===== config.mk =====
export PLATFORM = sky130hd
export DESIGN_NAME = tdes_sequencer
export DESIGN_NICKNAME = d
export VERILOG_FILES = /design/src/rtl/tdes_sequencer.sv
export SDC_FILE = /design/constraint.sdc
export NUM_CORES = 1
export LEC_CHECK = 0
export CORE_ASPECT_RATIO = 0.5
export CORE_UTILIZATION = 41
export CTS_CLUSTER_SIZE = 16
export DETAILED_ROUTE_END_ITERATION = 6
export PLACE_DENSITY = 0.75
export RECOVER_POWER = 25
export SLEW_MARGIN = 20
export SYNTH_ARGS = -nofsm -noshare
export SYNTH_HDL_FRONTEND = slang
export SYNTH_SLANG_ARGS = --single-unit

===== constraint.sdc =====
create_clock -name HCLK -period 1.6 [get_ports HCLK]
set_input_delay 0.32 -clock HCLK [delete_from_list [all_inputs] [get_ports HCLK]]
set_output_delay 0.32 -clock HCLK [all_outputs]
set_load 0.005 [all_outputs]

===== src/rtl/tdes_sequencer.sv =====
// Control sequencer for a single-core 3DES engine. Walks three DES passes of
// LOAD -> 16 x ROUND -> FINISH, selecting the user key, pass direction and
// subkey index for each pass, then holds the result until the master acks.
module tdes_sequencer (
  input  logic       HCLK,
  input  logic       HRESET,
  input  logic       start,
  input  logic       enc_dec,
  input  logic       abort,
  input  logic       out_ack,
  output logic       ready,
  output logic       busy,
  output logic [1:0] stage,
  output logic [3:0] round,
  output logic [3:0] subkey_idx,
  output logic [1:0] key_sel,
  output logic       des_mode,
  output logic       load_ip,
  output logic       round_en,
  output logic       pass_end,
  output logic       out_valid,
  output logic       done,
  output logic [7:0] blk_count
);

  typedef enum logic [2:0] {
    StIdle,
    StLoad,
    StRound,
    StFinish,
    StHold
  } state_e;

  localparam logic [1:0] LastStage = 2'd2;
  localparam logic [3:0] LastRound = 4'd15;

  state_e     state_q, state_d;
  logic [1:0] stage_q, stage_d;
  logic [3:0] round_q, round_d;
  logic       enc_q, enc_d;
  logic       done_q, done_d;
  logic [7:0] cnt_q, cnt_d;

  logic accept;
  logic in_busy;
  logic mode_enc;

  // A start is taken in IDLE (abort is meaningless there), or in HOLD together
  // with out_ack provided abort does not win.
  assign accept = start & ((state_q == StIdle) |
                           ((state_q == StHold) & out_ack & ~abort));

  // State register.
  always_ff @(posedge HCLK) begin
    if (HRESET) begin
      state_q <= StIdle;
    end else begin
      state_q <= state_d;
    end
  end

  // Next-state logic; abort beats every other request outside IDLE.
  always_comb begin
    state_d = state_q;
    unique case (state_q)
      StIdle: begin
        if (start) state_d = StLoad;
      end
      StLoad: begin
        state_d = abort ? StIdle : StRound;
      end
      StRound: begin
        if (abort) begin
          state_d = StIdle;
        end else if (round_q == LastRound) begin
          state_d = StFinish;
        end
      end
      StFinish: begin
        if (abort) begin
          state_d = StIdle;
        end else if (stage_q == LastStage) begin
          state_d = StHold;
        end else begin
          state_d = StLoad;
        end
      end
      StHold: begin
        if (abort) begin
          state_d = StIdle;
        end else if (out_ack) begin
          state_d = start ? StLoad : StIdle;
        end
      end
      default: state_d = StIdle;
    endcase
  end

  // Pass/round counters, latched direction, done flag and block counter.
  always_comb begin
    stage_d = stage_q;
    round_d = round_q;
    enc_d   = enc_q;
    done_d  = 1'b0;
    cnt_d   = cnt_q;
    if (accept) begin
      stage_d = 2'd0;
      round_d = 4'd0;
      enc_d   = enc_dec;
    end else if (state_d == StIdle) begin
      // Keep IDLE outputs at their reset values whatever path led here.
      stage_d = 2'd0;
      round_d = 4'd0;
    end else begin
      unique case (state_q)
        StRound: begin
          if (round_q != LastRound) round_d = round_q + 4'd1;
        end
        StFinish: begin
          if (stage_q != LastStage) begin
            stage_d = stage_q + 2'd1;
            round_d = 4'd0;
          end else begin
            // Counter moves with the done pulse so both are seen together.
            done_d = 1'b1;
            cnt_d  = cnt_q + 8'd1;
          end
        end
        default: ;
      endcase
    end
  end

  // Datapath registers.
  always_ff @(posedge HCLK) begin
    if (HRESET) begin
      stage_q <= 2'd0;
      round_q <= 4'd0;
      enc_q   <= 1'b0;
      done_q  <= 1'b0;
      cnt_q   <= 8'd0;
    end else begin
      stage_q <= stage_d;
      round_q <= round_d;
      enc_q   <= enc_d;
      done_q  <= done_d;
      cnt_q   <= cnt_d;
    end
  end

  // Output decode from registered state only.
  always_comb begin
    in_busy    = (state_q == StLoad) | (state_q == StRound) | (state_q == StFinish);
    ready      = (state_q == StIdle);
    busy       = in_busy;
    load_ip    = (state_q == StLoad);
    round_en   = (state_q == StRound);
    pass_end   = (state_q == StFinish);
    out_valid  = (state_q == StHold);
    done       = done_q;
    stage      = stage_q;
    round      = round_q;
    blk_count  = cnt_q;
    // Encrypt is E-D-E with K1/K2/K3; decrypt is D-E-D with K3/K2/K1.
    mode_enc   = enc_q ? (stage_q != 2'd1) : (stage_q == 2'd1);
    des_mode   = 1'b0;
    key_sel    = 2'b00;
    subkey_idx = 4'd0;
    if (in_busy) begin
      des_mode   = mode_enc;
      key_sel    = enc_q ? stage_q : (LastStage - stage_q);
      subkey_idx = mode_enc ? round_q : (LastRound - round_q);
    end
  end

endmodule


* Word level (Yosys, flattened, before mapping) *
Cells that the tools add are included.

cells by class
  bitwise operators = 11
  eq/ne operators = 12
  multiplexer cells = 20
  reduce and logical (&&, ||, !) cells = 8
  $add $sub $neg = 5

operator list
  cell                                                              number
  3-bit two-way mux                                                 7
  4-bit two-way mux                                                 4
  3-bit one-hot mux with 5 select lines                             1
  8-bit by 1-bit adder with 8-bit output (second input constant)    1
  4-bit one-hot mux with 2 select lines                             1
  3-bit by 2-bit == test with 1-bit output (second input constant)  2
  3-bit zero test                                                   2
  2-bit two-way mux                                                 3
  2-bit by 1-bit != test with 1-bit output (second input constant)  3
  1-bit inverter                                                    5
  4-bit by 1-bit adder with 4-bit output (second input constant)    1
  4-bit == test (second input constant)                             1
  1-bit two-way mux                                                 4
  4-bit != test (second input constant)                             1
  4-bit AND reduction                                               1
  4-bit OR reduction                                                1
  4-bit subtractor (first input constant)                           1
  1-bit AND                                                         3
  3-bit by 1-bit == test with 1-bit output (second input constant)  1
  3-bit == test (second input constant)                             1
  1-bit bitwise OR                                                  3
  3-bit AND reduction                                               1
  3-bit OR reduction                                                1
  2-bit by 1-bit adder with 2-bit output (second input constant)    1
  other kinds (6)                                                   6

storage, ports and cells
  bits in registers = 19
  input bits = 6
  output and inout bits = 28

* Logic depth before layout (Yosys ltp) *
Gate-level depths: netlist of the first run.

  depth in word-level cells = 7
  mapped depth = 6

* Worst setup path before layout of the first run *
No wires, ideal clock.

  path type = register to output
  from = register stage_q[1], in the netlist stage[1]
  to = output subkey_idx[0]
  data arrival time = 1.239 ns
  cell stages (with the launch flop) = 6
  required time = 1.280 ns
  slack = 0.041 ns
  cells stage by stage = dfxtp_1 > inv_1 > ha_1 > xnor2_1 > xnor2_1 > nor2_1

between the ends
  longest elaborated chain between the ends = 4

ends and longest elaborated chain
  element                                                                                               RTL line  source
  start: declaration                                                                                    38        logic [1:0] stage_q, stage_d;
  start signal: assignment                                                                              143       stage_q <= stage_d;
  2-bit by 1-bit == test with 1-bit output or 2-bit by 1-bit != test with 1-bit output (tied branches)  165       mode_enc = enc_q ? (stage_q != 2'd1) : (stage_q == 2'd1);
  1-bit two-way mux *                                                                                   165
  4-bit two-way mux *                                                                                   172       subkey_idx = mode_enc ? round_q : (LastRound - round_q);
  4-bit two-way mux *                                                                                   169       if (in_busy) begin
  end: declaration                                                                                      15        output logic [3:0] subkey_idx,

Mark *: on every way between the ends. The rest lies on a longest branch, timed or not.

* Final worst setup path of the first run *
Ends and elaborated chain as after synthesis.

==> results of run 1 <==
critical path, cell delays in order, from the launching register on:
cell     delay [ns]
dfxtp_2        0.34
inv_2          0.05
ha_4           0.17
xnor2_4        0.23
buf_6          0.14
xnor2_2        0.05
nor2_1         0.10
buf_2          0.13
layer usage:
layer | GRT usage | up-vias | part of all wire | routed length [um]
met5 | 0 | - | 0 | 0
met4 | 0.0802 | 0 | 0.015 | 46
met3 | 0.0553 | 4 | 0.033 | 100
met2 | 0.421 | 22 | 0.48 | 1450
met1 | 0.262 | 552 | 0.47 | 1390
li1 | - | 581 | - | -
logic make-up after synthesis:
logic type | Yosys count
simple gates | 62
xor+xnor | 13
buf+inv | 12
mux | 3
compound gates | 16
flops | 19
fa+ha+maj | 4
sequential cells by signal, summed over array words and instances, names as in the netlist:
signal	count
blk_count	8
round	4
state_q	3
stage	2
done	1
enc_q	1
power by group through the flow:
stage / clock, mW / combinational [mW] / sequential, mW
6_report: 0.333 / 0.170 / 0.481
5_1_grt: 0.357 / 0.184 / 0.481
4_1_cts: 0.348 / 0.161 / 0.483
3_5_place_dp: 0 / 0.143 / 0.493
3_3_place_gp: 0 / 0.140 / 0.493
2_1_floorplan: 0 / 0.0659 / 0.490
timing repair:
action	4_1_cts	5_1_grt
buffers inserted	9	2
endpoints found under the setup margin	18	20
gates resized for setup	63	21
pin swaps	5	4
stage by stage:
step / hold slack, ns / setup TNS (ns) / std cells / utilization / setup WS, ns
global route: 0.564 / -1.01 / 231 / 0.799 / -0.240
floorplan: 0.392 / 0 / 129 / - / 0.0407
global placement: 0.507 / -2.08 / 216 / 0.683 / -0.370
CTS: 0.529 / -0.667 / 229 / 0.765 / -0.200
detailed placement: 0.513 / -2.55 / 216 / 0.683 / -0.511
finish: 0.533 / -0.629 / 231 / 0.799 / -0.168
final timing paths:
| check | start | end | depth (start not counted) |
|---|---|---|---|
| setup / recovery | stage[1] | subkey_idx[0] | 7 |
| hold / removal | blk_count[1] | blk_count[1] | 2 |
| setup reg to reg | state_q[1] | round[3] | 6 |
| hold reg to reg | blk_count[1] | blk_count[1] | 2 |
placed cells by master (no fill, tap or decap), types with 4 or more instances in the layout:
master,Yosys,final
buf_6,1,6
clkdlybuf4s50_1,0,19
nor3_2,1,4
buf_4,0,30
nand2_1,5,5
buf_2,1,7
dlygate4sd2_1,0,4
nor2_1,24,23
nand4_1,4,4
nand3_1,5,5
dfxtp_1,19,10
a21oi_1,8,8
xnor2_1,13,8
xnor2_2,0,4
dfxtp_2,0,6
final cells by class:
class	count	area, sq um	share of cell area
Clock buffer	3	41.3	0.0219
Clock inverter	1	5.00	0.00266
Inverter	6	27.5	0.0146
Multi-Input combinational cell	98	793	0.421
Sequential cell	19	399	0.212
Tap cell	35	43.8	0.0233
Timing Repair Buffer	69	573	0.304
==> reports/summary.txt, run 1 <==
Die height: 38.4 um
Syn nets: 139
Internal power: 0.742 mW
Most common cell in the synthesized netlist: nor2_1
Die width: 74.7 um
Ports: 34
Final worst path period share: 1.11
Post-detail-place hpwl: 1.95 mm
Area Overhead vs Synth: 73.6%
Gpl congestion: 0.769
Post-synthesis mux area share: 0.0277
Clock Power Share: 0.338
R2R Setup Slk: 0.03 ns
CP Capture Type: primary output
Dpl cell area: 1610 sq um
Final Hold Fails: 0
H-tree levels: 1
Tmin final: 1.77 ns
Site row count: 12
Lkg Pwr: 0.800 nW
RSZ-0062 raised after global routing: yes
Fillers: 158
Clk root buf: clkbuf_8
Sw Ratio: 0.245
WL final: 2.99 mm
Die Footprint: 2870 sq um
Yosys reg bits: 19
Synth Area in Compound Gates: 0.0911
Final std cell area, no fill: 1880 sq um
Total clock buffers created by CTS: 3
Clk_skew: 0.00401 ns
Clock sink total: 19
Layout net count: 207
Part of the power in combinational logic: 0.173
Wire length per cell after detailed routing: 12.9 um
Area share of fa/ha/maj cells after synthesis: 0.0461
Residual DRC count: 0
Final setup margin: -0.168 ns
Sequential share of power: 0.489
IO Port Bufs: 33
Area leader, netlist: dfxtp_1
Initial antenna violation count: 0
HP Class: reg -> reg
Xor-xnor portion of the synthesized cell area: 0.105
Failing checks: setup timing
Yosys warning count: 0
Seq/Total Area, Yosys: 0.351
Reg clk slew, reported paths: 0.07 ns
Synth Flop Type: dfxtp_1
Net Sw Power: 0.241 mW
Post-DR vias/cell: 5.02
Worst EP arrival: 1.45 ns
Worst-Margin Slew: 0.407 ns
Starting Density: 0.460
Crit start category: flip-flop
Max-Cap Viols: 0
Aggregate global-route resource usage: 0.228
Simple-gate share of the synthesized area: 0.324
Synth top area share: 0.351
Max VDD drop: 325 uV
Largest cells by area after synthesis: dfxtp_1 35%, xnor2_1 10%, nor2_1 8.3%, ha_1 4.6%, a21oi_1 3.7%
Run status: finished with violations
Post-Syn Area: 1080 sq um
Asr flop ratio synth: 0
Avg Cell Area, Syn: 8.41 sq um
DR pass1 iterations: 4
DRT iter0 DRCs: 49
Netlist cell types: 37
Req. time, crit path: 1.28 ns
Detail Route Antenna Nets: 0
Max-slew violation count: 0
CTS tree: yes
Critical path fanouts, max: 5
Core Box Area: 2360 sq um
First-pass GRT wire length: 4.66 mm
Largest net degree at the start of global routing: 13
Post-synth EDFFs: 0
Vias in the first global route: 1049
Worst slew margin: 0.728
Diodes inserted: 0
Final setup viols: 4
Fmax: 0.565 GHz
PwrDens: 522 nW/um^2
Kind of critical path: reg -> out
Post-synth top cells: 24 x nor2_1, 19 x dfxtp_1, 13 x xnor2_1
Grt total ovfl: 0
Fraction of layout cells with a size suffix above 1: 0.423
CTS Buffer Depth: 2
Vias: 1159
Worst skew pair latency: 0.26 ns
CTS Hold Bufs: 0
Synthesized instance count: 129
Main combinational cell family by area after synthesis: simple AND/OR/NAND/NOR gates
Total design power: 0.984 mW
Power figures use the tool's default switching activity.
==> inputs of run 2 (changes only) <==
Settings changed: SLEW_MARGIN 20 to unset.
==> results of run 2 <==
Final layout, timing and power as in run 1 (identical DEF).
==> inputs of run 3 (changes only) <==
Settings changed: CORE_UTILIZATION 41 to 40, HOLD_SLACK_MARGIN set to 0.06, PLACE_DENSITY 0.75 to 0.73.
==> reports/summary.txt, run 3 (synthesis results as in run 1) <==
Worst EP arrival: 1.40 ns
CTS tree: yes
Area Overhead vs Synth: 63.2%
Largest register FFs: 8
Reg clk slew, reported paths: 0.07 ns
Tmin final: 1.72 ns
WL final: 2.77 mm
CP dominant cell by count: xnor2_2
Worst skew pair latency: 0.25 ns
Aggregate global-route resource usage: 0.196
Layout net count: 195
HP Class: reg -> reg
PwrDens: 545 nW/um^2
Total design power: 0.966 mW
First-pass GRT wire length: 4.11 mm
CTS Buffer Depth: 2
Kind of critical path: reg -> out
Final setup viols: 4
Worst-Margin Slew: 0.304 ns
Fmax: 0.582 GHz
Starting Density: 0.454
CP Capture Type: primary output
DR pass1 iterations: 4
Detail Route Antenna Nets: 0
Die height: 38.8 um
Worst slew margin: 0.795
Fillers: 182
Most frequent cells in the layout: 24 x nor2_1, 21 x buf_4, 18 x clkdlybuf4s50_1
Lkg Pwr: 0.778 nW
IO Port Bufs: 33
Residual DRC count: 0
Wire length per cell after detailed routing: 12.6 um
Vias: 1119
Core Box Area: 2390 sq um
Clock sink total: 19
Commonest non-fill, non-tap cell in the layout: nor2_1
Placed cells: 211
Clk root buf: clkbuf_8
H-tree levels: 1
Grt total ovfl: 0
Post-detail-place hpwl: 1.84 mm
Diodes inserted: 0
Max-Cap Viols: 0
Gpl congestion: 0.798
Die Footprint: 2940 sq um
Final Hold Fails: 0
Run status: finished with violations
Crit-path cells: inv_2, ha_4, xnor2_2, buf_6, xnor2_2, nor2_1, buf_2
Largest net degree at the start of global routing: 14
Post-DR vias/cell: 5.11
RSZ-0062 raised after global routing: yes
Clk_skew: 0.00225 ns
Failing checks: setup timing
Initial antenna violation count: 0
Vias in the first global route: 934
Crit start category: flip-flop
Final setup margin: -0.117 ns
Filler-free cell count of the finished design: 219
Site row count: 12
Max-slew violation count: 0
Ports: 34
Req. time, crit path: 1.28 ns
Total clock buffers created by CTS: 3
CTS Hold Bufs: 0
Largest stage delay on the critical path: 0.35 ns
Final worst path period share: 1.07
Fraction of layout cells with a size suffix above 1: 0.342
Die width: 75.6 um
Max VDD drop: 427 uV
Hold WS: 0.526 ns
CP max stage cell: dfxtp_2
Critical path fanouts, max: 5
DRT iter0 DRCs: 72
[run 3: critical path, delay by kind of cell, from the launching register on]
family	cells	cell delay [ns]
flops	1	0.35
simple gates	1	0.09
fa+ha+maj	1	0.15
buf+inv	3	0.30
xor+xnor	2	0.25
[run 3: worst paths after layout]
check	slack [ns]	cells after the start	startpoint	to
max	-0.12	7	stage[1]	subkey_idx[2]
min	0.53	2	blk_count[1]	blk_count[1]
max reg2reg	0.10	8	stage[0]	blk_count[2]
min reg2reg	0.53	2	blk_count[1]	blk_count[1]
[run 3: metrics by stage]
| step | cell area [sq um] | util | worst slack (ns) | TNS (ns) |
|---|---|---|---|---|
| 6_report | 1770 | 0.742 | -0.117 | -0.446 |
| 5_1_grt | 1770 | 0.742 | -0.191 | -0.801 |
| 4_1_cts | 1710 | 0.718 | -0.124 | -0.527 |
| 3_5_place_dp | 1580 | 0.664 | -0.457 | -2.41 |
| 3_3_place_gp | 1580 | 0.664 | -0.380 | -1.94 |
| 2_1_floorplan | 1080 | - | 0.0407 | 0 |
[run 3: final cells by class]
cell class / instances / area, sq um / share of cell area
inverter: 6 / 27.5 / 0.0155
multi-input combinational: 98 / 752 / 0.425
timing repair buffer: 57 / 500 / 0.283
sequential: 19 / 400 / 0.226
tap: 35 / 43.8 / 0.0247
clock buffer: 3 / 41.3 / 0.0233
clock inverter: 1 / 5.00 / 0.00283
[run 3: power breakdown]
group          leakage [nW]  total [mW]  switching [mW]  internal, mW
registers             0.159       0.479         0.00723         0.472
clock network        0.0255       0.336           0.163         0.173
logic                 0.594       0.151          0.0659        0.0848
total                 0.778       0.966           0.236         0.730
[run 3: timing repair]
action / 4_1_cts / 5_1_grt
gates resized for setup: 52 / 12
setup endpoints to repair: 15 / 16
buffers inserted: 3 / 2
pin swaps: 3 / 3
[run 3: layer usage]
layer,vias to the layer above,wire length (um),GRT usage
met2,40,1340,0.371
met3,4,151,0.0703
li1,558,-,-
met1,517,1250,0.218
met4,0,23,0.0370
met5,-,0,0
